## src/rtl/clk_divider_pkg.sv

```systemverilog
// Shared types and helpers for the programmable clock divider.
// Config fields are carried at a fixed width and zero-extended from CNT_W.
package clk_divider_pkg;

    localparam int unsigned CFG_W = 32;

    typedef enum logic {
        PH_LOW  = 1'b0,
        PH_HIGH = 1'b1
    } phase_t;

    typedef struct packed {
        logic [CFG_W-1:0] high;
        logic [CFG_W-1:0] low;
    } clkdiv_cfg_t;

    function automatic logic [CFG_W-1:0] clamp_len(input logic [CFG_W-1:0] x);
        return (x == '0) ? CFG_W'(1) : x;
    endfunction

endpackage

```

## src/rtl/clk_divider_cfg_shadow.sv

```systemverilog
// Config handshake: captures a clamped (H, L) pair into a shadow register and
// promotes it to the active config at the next period boundary.
module clk_divider_cfg_shadow
    import clk_divider_pkg::*;
#(
    parameter int unsigned CNT_W      = 16,
    parameter int unsigned RESET_HIGH = 512,
    parameter int unsigned RESET_LOW  = 512
) (
    input  logic             clk,
    input  logic             reset_n,
    input  logic             cfg_valid_i,
    input  logic [CNT_W-1:0] cfg_high_i,
    input  logic [CNT_W-1:0] cfg_low_i,
    input  logic             boundary_i,
    output logic             cfg_ready_o,
    output logic [CFG_W-1:0] cur_high_o,
    output logic [CFG_W-1:0] cur_low_o,
    output logic [CFG_W-1:0] nxt_high_o,
    output logic [CFG_W-1:0] nxt_low_o
);

    clkdiv_cfg_t shadow_q, shadow_d;
    clkdiv_cfg_t active_q, active_d;
    logic        pending_q, pending_d;
    logic        take;

    assign take = cfg_valid_i & ~pending_q;

    // Apply needs pending_q and capture needs !pending_q, so a capture on a
    // boundary edge naturally waits for the following boundary.
    always_comb begin
        shadow_d  = shadow_q;
        active_d  = active_q;
        pending_d = pending_q;
        if (boundary_i && pending_q) begin
            active_d  = shadow_q;
            pending_d = 1'b0;
        end
        if (take) begin
            shadow_d.high = clamp_len(CFG_W'(cfg_high_i));
            shadow_d.low  = clamp_len(CFG_W'(cfg_low_i));
            pending_d     = 1'b1;
        end
    end

    always_ff @(posedge clk or negedge reset_n) begin
        if (!reset_n) begin
            shadow_q      <= '0;
            active_q.high <= CFG_W'(RESET_HIGH);
            active_q.low  <= CFG_W'(RESET_LOW);
            pending_q     <= 1'b0;
        end else begin
            shadow_q  <= shadow_d;
            active_q  <= active_d;
            pending_q <= pending_d;
        end
    end

    assign cfg_ready_o = ~pending_q;
    assign cur_high_o  = active_q.high;
    assign cur_low_o   = active_q.low;
    assign nxt_high_o  = active_d.high;
    assign nxt_low_o   = active_d.low;

endmodule

```

## src/rtl/clk_divider_prog.sv

```systemverilog
// Programmable-duty clock-enable divider with edge and mid-phase pulses.
// Phase FSM and counter here; config handshake lives in clk_divider_cfg_shadow.
module clk_divider_prog
    import clk_divider_pkg::*;
#(
    parameter int unsigned CNT_W      = 16,
    parameter int unsigned RESET_HIGH = 512,
    parameter int unsigned RESET_LOW  = 512
) (
    input  logic             clk,
    input  logic             reset_n,
    input  logic             enable_clk,
    input  logic             sync_restart,
    input  logic             cfg_valid,
    output logic             cfg_ready,
    input  logic [CNT_W-1:0] cfg_high,
    input  logic [CNT_W-1:0] cfg_low,
    output logic             new_clk,
    output logic             rising_edge,
    output logic             falling_edge,
    output logic             middle_of_high_level,
    output logic             middle_of_low_level
);

    phase_t           phase_q, phase_d;
    logic [CNT_W-1:0] cnt_q, cnt_d;
    logic             new_clk_q, new_clk_d;
    logic             rise_q, rise_d;
    logic             fall_q, fall_d;
    logic             midh_q, midh_d;
    logic             midl_q, midl_d;
    logic             boundary;
    logic             last;
    logic [CFG_W-1:0] cur_high, cur_low, nxt_high, nxt_low, cur_len;

    clk_divider_cfg_shadow #(
        .CNT_W      (CNT_W),
        .RESET_HIGH (RESET_HIGH),
        .RESET_LOW  (RESET_LOW)
    ) u_shadow (
        .clk         (clk),
        .reset_n     (reset_n),
        .cfg_valid_i (cfg_valid),
        .cfg_high_i  (cfg_high),
        .cfg_low_i   (cfg_low),
        .boundary_i  (boundary),
        .cfg_ready_o (cfg_ready),
        .cur_high_o  (cur_high),
        .cur_low_o   (cur_low),
        .nxt_high_o  (nxt_high),
        .nxt_low_o   (nxt_low)
    );

    assign cur_len = (phase_q == PH_HIGH) ? cur_high : cur_low;
    assign last    = (CFG_W'(cnt_q) == (cur_len - CFG_W'(1)));

    // Pulses are decoded from the next state so every output is a plain flop.
    // The mid-low compare uses the next active config, which matters when a
    // new config with L=1 takes effect on the boundary edge itself.
    always_comb begin
        phase_d   = phase_q;
        cnt_d     = cnt_q;
        new_clk_d = new_clk_q;
        rise_d    = 1'b0;
        fall_d    = 1'b0;
        midh_d    = 1'b0;
        midl_d    = 1'b0;
        boundary  = 1'b0;
        if (sync_restart) begin
            phase_d   = PH_LOW;
            cnt_d     = '0;
            new_clk_d = 1'b0;
            fall_d    = new_clk_q;
            boundary  = 1'b1;
        end else if (enable_clk) begin
            if (last) begin
                phase_d  = (phase_q == PH_HIGH) ? PH_LOW : PH_HIGH;
                cnt_d    = '0;
                boundary = (phase_q == PH_HIGH);
            end else begin
                cnt_d = cnt_q + 1'b1;
            end
            new_clk_d = (phase_d == PH_HIGH);
            rise_d    = (phase_d == PH_HIGH) && last;
            fall_d    = (phase_d == PH_LOW) && last;
            midh_d    = (phase_d == PH_HIGH) && (CFG_W'(cnt_d) == (nxt_high >> 1));
            midl_d    = (phase_d == PH_LOW) && (CFG_W'(cnt_d) == (nxt_low >> 1));
        end
    end

    always_ff @(posedge clk or negedge reset_n) begin
        if (!reset_n) begin
            phase_q   <= PH_LOW;
            cnt_q     <= '0;
            new_clk_q <= 1'b0;
            rise_q    <= 1'b0;
            fall_q    <= 1'b0;
            midh_q    <= 1'b0;
            midl_q    <= 1'b0;
        end else begin
            phase_q   <= phase_d;
            cnt_q     <= cnt_d;
            new_clk_q <= new_clk_d;
            rise_q    <= rise_d;
            fall_q    <= fall_d;
            midh_q    <= midh_d;
            midl_q    <= midl_d;
        end
    end

    assign new_clk              = new_clk_q;
    assign rising_edge          = rise_q;
    assign falling_edge         = fall_q;
    assign middle_of_high_level = midh_q;
    assign middle_of_low_level  = midl_q;

endmodule

```

## config.mk

```make
export PLATFORM = sky130hd
export DESIGN_NAME = clk_divider_prog
export DESIGN_NICKNAME = d
export VERILOG_FILES = /design/src/rtl/clk_divider_pkg.sv /design/src/rtl/clk_divider_cfg_shadow.sv /design/src/rtl/clk_divider_prog.sv
export SDC_FILE = /design/constraint.sdc
export NUM_CORES = 1
export LEC_CHECK = 0
export BUFFER_PORTS_ARGS = -buffer_cell sky130_fd_sc_hd__buf_4
export CAP_MARGIN = 20
export CELL_PAD_IN_SITES_DETAIL_PLACEMENT = 1
export CELL_PAD_IN_SITES_GLOBAL_PLACEMENT = 1
export CORE_UTILIZATION = 52
export CTS_CLUSTER_SIZE = 14
export DETAILED_ROUTE_END_ITERATION = 8
export PLACE_DENSITY = 0.82
export SYNTH_ARGS = -nofsm -noshare
export SYNTH_HDL_FRONTEND = slang
export SYNTH_SLANG_ARGS = --single-unit
```

## constraint.sdc

```tcl
create_clock -name clk -period 17.5 [get_ports clk]
set_input_delay 2.625 -clock clk [delete_from_list [all_inputs] [get_ports clk]]
set_output_delay 2.625 -clock clk [all_outputs]
set_load 0.005 [all_outputs]
```

Word level (Yosys, flattened, before mapping)
Index checks and enable logic that the tools add are counted.
{ "totals": {"reg_bits": 150, "input_bits": 37, "output_inout_bits": 6, "elab_cells": 58} }
{ "classes": {"add_sub_neg": 2, "n_eq_ne": 3, "mux": 28, "bitwise_logic": 3, "n_reduce_logical": 9} }
{ "op_table": {"columns": ["operator", "count"], "rows": [
  ["16-bit 2-to-1 mux", 7],
  ["64-bit 2-to-1 mux", 1],
  ["16-bit by 31-bit equality test with 1-bit output", 2],
  ["16-bit by 32-bit equality test with 1-bit output", 1],
  ["16-bit logical NOT", 2],
  ["32-bit 2-to-1 mux", 1],
  ["32-bit by 1-bit subtractor with 32-bit output, second input constant", 1],
  ["1-bit 2-to-1 mux", 19],
  ["16-bit by 1-bit adder with 16-bit output, second input constant", 1],
  ["1-bit logical AND", 5],
  ["2-bit nonzero test", 2],
  ["1-bit inverter", 2],
  ["1-bit bitwise AND", 1]
]} }

Longest topological paths before layout
{ "depth": {"ltp_word": 12, "ltp_mapped": 28} }

Cells and area by module
A second synthesis with hierarchy kept.
{ "hier_totals": {"cells_unflattened": 685, "area_unflattened_um2": 7134.3} }
{ "by_module_without_submodules": {"columns": ["module", "n_inst", "cells_each", "area_per_inst_um2", "seq_area_each_um2"], "rows": [
  ["clk_divider_cfg_shadow", 1, 222, 3594.7, 2429.8],
  ["clk_divider_prog", 1, 463, 3539.6, 525.5]
]} }

Least setup slack after synthesis
Ideal clock, no wire load.
{ "synth_path": {"kind": "register -> register", "startpoint": "register, netlist name new_clk", "endpoint": "register midh_q (netlist: middle_of_high_level)", "setup_time_ns": 0.101, "t_arrival_ns": 6.440, "path_slack_ns": 10.959, "stages_incl_launch_ff": 28, "path_buffers": 8, "cell_sequence": "dfrtp_1 > buf_2 > buf_2 > buf_1 > buf_2 > buf_2 > mux2i_1 > ha_1 > nor4b_1 > nor2_1 > or4b_2 > nand2_1 > nor4_1 > nand3_1 > or4_1 > buf_2 > inv_2 > ha_1 > and2_1 > o21ai_1 > clkbuf_1 > clkbuf_1 > mux2i_1 > a2111oi_0 > nand3_1 > mux2i_1 > o211ai_1 > nor4_1"} }
{ "synth_rtl": {"columns": ["element", "line", "rtl"], "rows": [
  ["end signal: assignment", "clk_divider_prog.sv:106", "midh_q <= midh_d;"],
  ["end: declaration", "clk_divider_prog.sv:30", "logic midh_q, midh_d;"]
]} }

==> flow_summary.rst <==
.. list-table::
   :header-rows: 1

   * - Metric
     - Value
   * - Clock tree buffer depth
     - 2
   * - Total area of multi-input combinational cells
     - 3830 um^2
   * - Static Leak
     - 3.48 nW
   * - Ports placed on the boundary
     - 43
   * - Via total after detailed routing
     - 6162
   * - Mean post-synth cell area
     - 10.1 um^2
   * - Final setup margin
     - 9.81 ns
   * - Post-synthesis sequential element count
     - 118
   * - Final Routed Wirelength
     - 24700 um
   * - TNS Setup
     - 0 ns
   * - Sequential area share after synthesis
     - 0.423
   * - Wirelength per Cell
     - 26.9 um
   * - Setup slack at placement
     - 9.90 ns
   * - Crit. End Element
     - flip-flop
   * - ANT cells
     - 0
   * - Remaining antenna violation count after routing
     - 0
   * - Transition time of the tightest slew-check pin
     - 1.15 ns
   * - Drt first-iter violations
     - 460
   * - Clock period minus worst slack
     - 7.69 ns
   * - Via-per-instance ratio
     - 6.69
   * - Final std cells w/o fill
     - 921
   * - Most frequent cell after synthesis
     - sky130_fd_sc_hd__dfrtp_1
   * - Antenna violations before repair
     - 1
   * - MaxCap Viol Count
     - 0
   * - Unrepaired setup endpoints after global routing
     - false
   * - Delay-heaviest family, CP
     - simple AND/OR/NAND/NOR gates
   * - 1st-pass router iterations
     - 8
   * - Worst hold path depth
     - 1
   * - Final standard cell utilization of the core
     - 0.610
   * - Overall global routing resource usage
     - 0.371
   * - Insertion delay of the later-clocked pin in the worst-skew pair
     - 0.44 ns
   * - Routability congestion estimate
     - 0.946
   * - Maximum fanout count along the critical path
     - 74
   * - Crit path max-delay cell type
     - sky130_fd_sc_hd__or4b_2
   * - Die boundary height
     - 118 um
   * - Number of fill cells
     - 1442
   * - Maximum cell stage delay along the critical path
     - 0.74 ns
   * - Top flip-flop cell by instance count after synthesis
     - sky130_fd_sc_hd__dfrtp_1
   * - Post-synth top area cell
     - sky130_fd_sc_hd__dfrtp_1
   * - Highest achievable clock rate
     - 0.130 GHz
   * - Placed Cells incl. Taps
     - 889
   * - Max-slew violation total from the final report
     - 0
   * - Vias in the first global route
     - 6535
   * - Die Outline Area
     - 13900 um^2
   * - Cts-stage hold buffer count
     - 0
   * - Top cells by area in the synthesized netlist
     - sky130_fd_sc_hd__dfrtp_1 42%, sky130_fd_sc_hd__mux2_2 8.9%, sky130_fd_sc_hd__mux2i_1 6.3%, sky130_fd_sc_hd__xnor2_1 3.4%, sky130_fd_sc_hd__xor2_1 3.3%
   * - Run status
     - finished clean
   * - Worst-case vdd ir drop
     - 0.0000848 V
   * - Count of unresolved DRC violations after routing
     - 0
   * - Cell area after layout
     - 8050 um^2
   * - Synthesized instance count
     - 695
   * - RR Startpoint
     - new_clk
   * - Final setup skew
     - 0.0142 ns
   * - Estimated wirelength of the detail-placed design
     - 17400 um
   * - Number of post-CTS setup repair buffers
     - 0
   * - Sum of buffers and inverters on the critical path
     - 3
   * - Starting Density
     - 0.530
   * - CTS tree
     - built
   * - Worst path required time
     - 17.84 ns
   * - Critical path class
     - flip-flop to flip-flop
   * - PD cells
     - 132 nW/um^2
   * - Post-synth cell types
     - 68
   * - Cells resized by post-CTS repair
     - 0
   * - Critical path launch point type
     - flip-flop
   * - Ratio of final minimum period to clock period
     - 0.439
   * - Cells along the critical path
     - buf_4, mux2i_1, ha_1, nor4b_1, nor2_1, or4b_2, nand2_1, nor4_1, nand3_1, or4_1, inv_2, ha_1, and2_1, o21ai_4, buf_4, mux2_2, xor2_1, a211oi_1, o211ai_1, mux2_4, a211o_1, nor4_2
   * - Die X
     - 118 um
   * - Worst r2r path cells
     - 22
   * - Arrival time reported for the critical path endpoint
     - 8.03 ns
   * - Placeable core region
     - 13200 um^2
   * - H-tree depth
     - 4
   * - Warnings from Yosys
     - 0
   * - Worst Hold Class
     - flip-flop to flip-flop
   * - Row count
     - 42
   * - Largest net degree at the start of global routing
     - 77
   * - Grt total ovfl
     - 0
   * - Final setup viols
     - 0
   * - Port Buf Inserts
     - 42
   * - Fraction of registers with async set/reset
     - 1.00
   * - Count of flip-flops with a built-in enable after synthesis
     - 0
   * - Synth Net Count
     - 736
   * - Reg-to-reg slack, setup
     - 9.81 ns
   * - Endpoint of the most critical register-to-register path
     - middle_of_low_level
   * - Clock-pin slew of the registers on the worst-case setup and hold paths
     - 0.06 ns
   * - Commonest cells in the synthesized netlist
     - 116 x sky130_fd_sc_hd__dfrtp_1, 55 x sky130_fd_sc_hd__mux2_2, 44 x sky130_fd_sc_hd__mux2i_1
   * - First-pass GRT wire length
     - 38100 um
   * - Fraction of final layout cells with drive strength greater than 1
     - 0.196
   * - Hold-critical path endpoint
     - u_shadow.cur_high_o[31]
   * - Beginning of the worst hold path
     - u_shadow.cur_high_o[31]
   * - Clock buffer count from CTS
     - 17
   * - FF+latch area
     - 2960 um^2
   * - Hold Fails Final Rpt
     - 0
   * - CTS sink count
     - 118
   * - Fin nets
     - 773
   * - Standard cell area after detailed placement
     - 7460 um^2
   * - Area of the mapped netlist
     - 6990 um^2
   * - Relative slew slack
     - 0.229
   * - Signed area change from the synthesized netlist to the final layout
     - 15.1%
   * - Area share of the largest cell type after synthesis
     - 0.415
   * - Cell at the root of the clock tree
     - sky130_fd_sc_hd__clkbuf_16
[worst register-to-register path, delay by kind of cell, from the launching register on]
| family | cells | cell delay [ns] |
|---|---|---|
| AO/OA/AOI/OAI | 4 | 0.85 |
| flip-flops | 1 | 0.34 |
| XOR/XNOR | 1 | 0.17 |
| AND/OR/NAND/NOR | 9 | 3.08 |
| buffers and inverters | 3 | 1.37 |
| multiplexers | 3 | 1.28 |
| adder cells (fa/ha/maj) | 2 | 0.52 |
[report_power, final]
part           leakage [nW]  internal (W)  switching [W]
clock network         0.288      0.000213       0.000147
logic                  1.69      0.000123       0.000181
registers              1.50      0.000326      0.0000766
total                  3.48      0.000662       0.000405
[kinds of logic (layout without fill, tap and decap cells)]
group	count (synthesis)	after routing	share of synthesized area
muxes	100	100	0.154
adders and majority gates	4	4	0.00716
xor gates and xnor gates	53	53	0.0664
AOI/OAI and AO/OA	110	110	0.110
buffers and inverters	57	107	0.0318
and+or+nand+nor	253	253	0.208
DFF	118	118	0.423
[layer usage]
metal  global-route usage  up-vias  part of all wire
met5                    0        -           0.00044
met4                0.228        2             0.057
met3               0.0959      110             0.070
met2                0.603      293              0.48
met1                0.439     3095              0.39
li1                     -     2662                 -
[registers in the layout, indices dropped and copies added (netlist names)]
register,flops
new_clk,1
u_shadow.shadow_q,32
u_shadow.cur_low_o,32
u_shadow.cur_high_o,32
middle_of_low_level,1
u_shadow.pending_q,1
cnt_q,16
falling_edge,1
rising_edge,1
middle_of_high_level,1
[stage by stage]
step                      hold slack (ns)  total power, W
after floorplan                     0.446        0.000573
after global placement              0.471        0.000671
after detailed placement            0.476        0.000690
after CTS                           0.495         0.00106
after global routing                0.526         0.00111
final                               0.492         0.00107
[how the worst max path moves through the flow]
stage	from	endpoint	slack (ns)	depth (start not counted)
floorplan	new_clk	middle_of_high_level	10.96	27
global placement	new_clk	middle_of_low_level	10.21	22
detailed placement	new_clk	middle_of_low_level	9.90	22
CTS	new_clk	middle_of_high_level	9.89	22
global route	new_clk	middle_of_high_level	9.41	22
finish	new_clk	middle_of_low_level	9.81	22
[cell usage in the layout (no fill, tap or decap), types with 5 or more instances in the layout]
| master | n |
|---|---|
| sky130_fd_sc_hd__or4_1 | 15 |
| sky130_fd_sc_hd__and2_1 | 36 |
| sky130_fd_sc_hd__a21oi_1 | 26 |
| sky130_fd_sc_hd__nor3b_1 | 5 |
| sky130_fd_sc_hd__xnor2_1 | 27 |
| sky130_fd_sc_hd__inv_1 | 28 |
| sky130_fd_sc_hd__xor2_1 | 26 |
| sky130_fd_sc_hd__buf_4 | 46 |
| sky130_fd_sc_hd__nand3_1 | 29 |
| sky130_fd_sc_hd__nand2_1 | 40 |
| sky130_fd_sc_hd__mux2_2 | 55 |
| sky130_fd_sc_hd__nor3_1 | 23 |
| sky130_fd_sc_hd__clkbuf_16 | 17 |
| sky130_fd_sc_hd__or4b_1 | 5 |
| sky130_fd_sc_hd__o21ai_0 | 10 |
| sky130_fd_sc_hd__nand4_1 | 11 |
| sky130_fd_sc_hd__or3_1 | 7 |
| sky130_fd_sc_hd__dfrtp_1 | 115 |
| sky130_fd_sc_hd__nor4_1 | 23 |
| sky130_fd_sc_hd__o211ai_1 | 8 |
| sky130_fd_sc_hd__o31ai_1 | 5 |
| sky130_fd_sc_hd__mux2i_1 | 44 |
| sky130_fd_sc_hd__a211oi_1 | 8 |
| sky130_fd_sc_hd__and3_1 | 7 |
| sky130_fd_sc_hd__a22oi_1 | 5 |
| sky130_fd_sc_hd__nor2_1 | 29 |
[layout make-up]
type,count,share of cell area
multi-input cells,520,0.475
repair buffers,46,0.0429
inverters,29,0.0135
clock inverters,15,0.0210
flip-flops and latches,118,0.367
clock buffers,17,0.0528
well taps,176,0.0274
(Power assumes the default switching activity.)
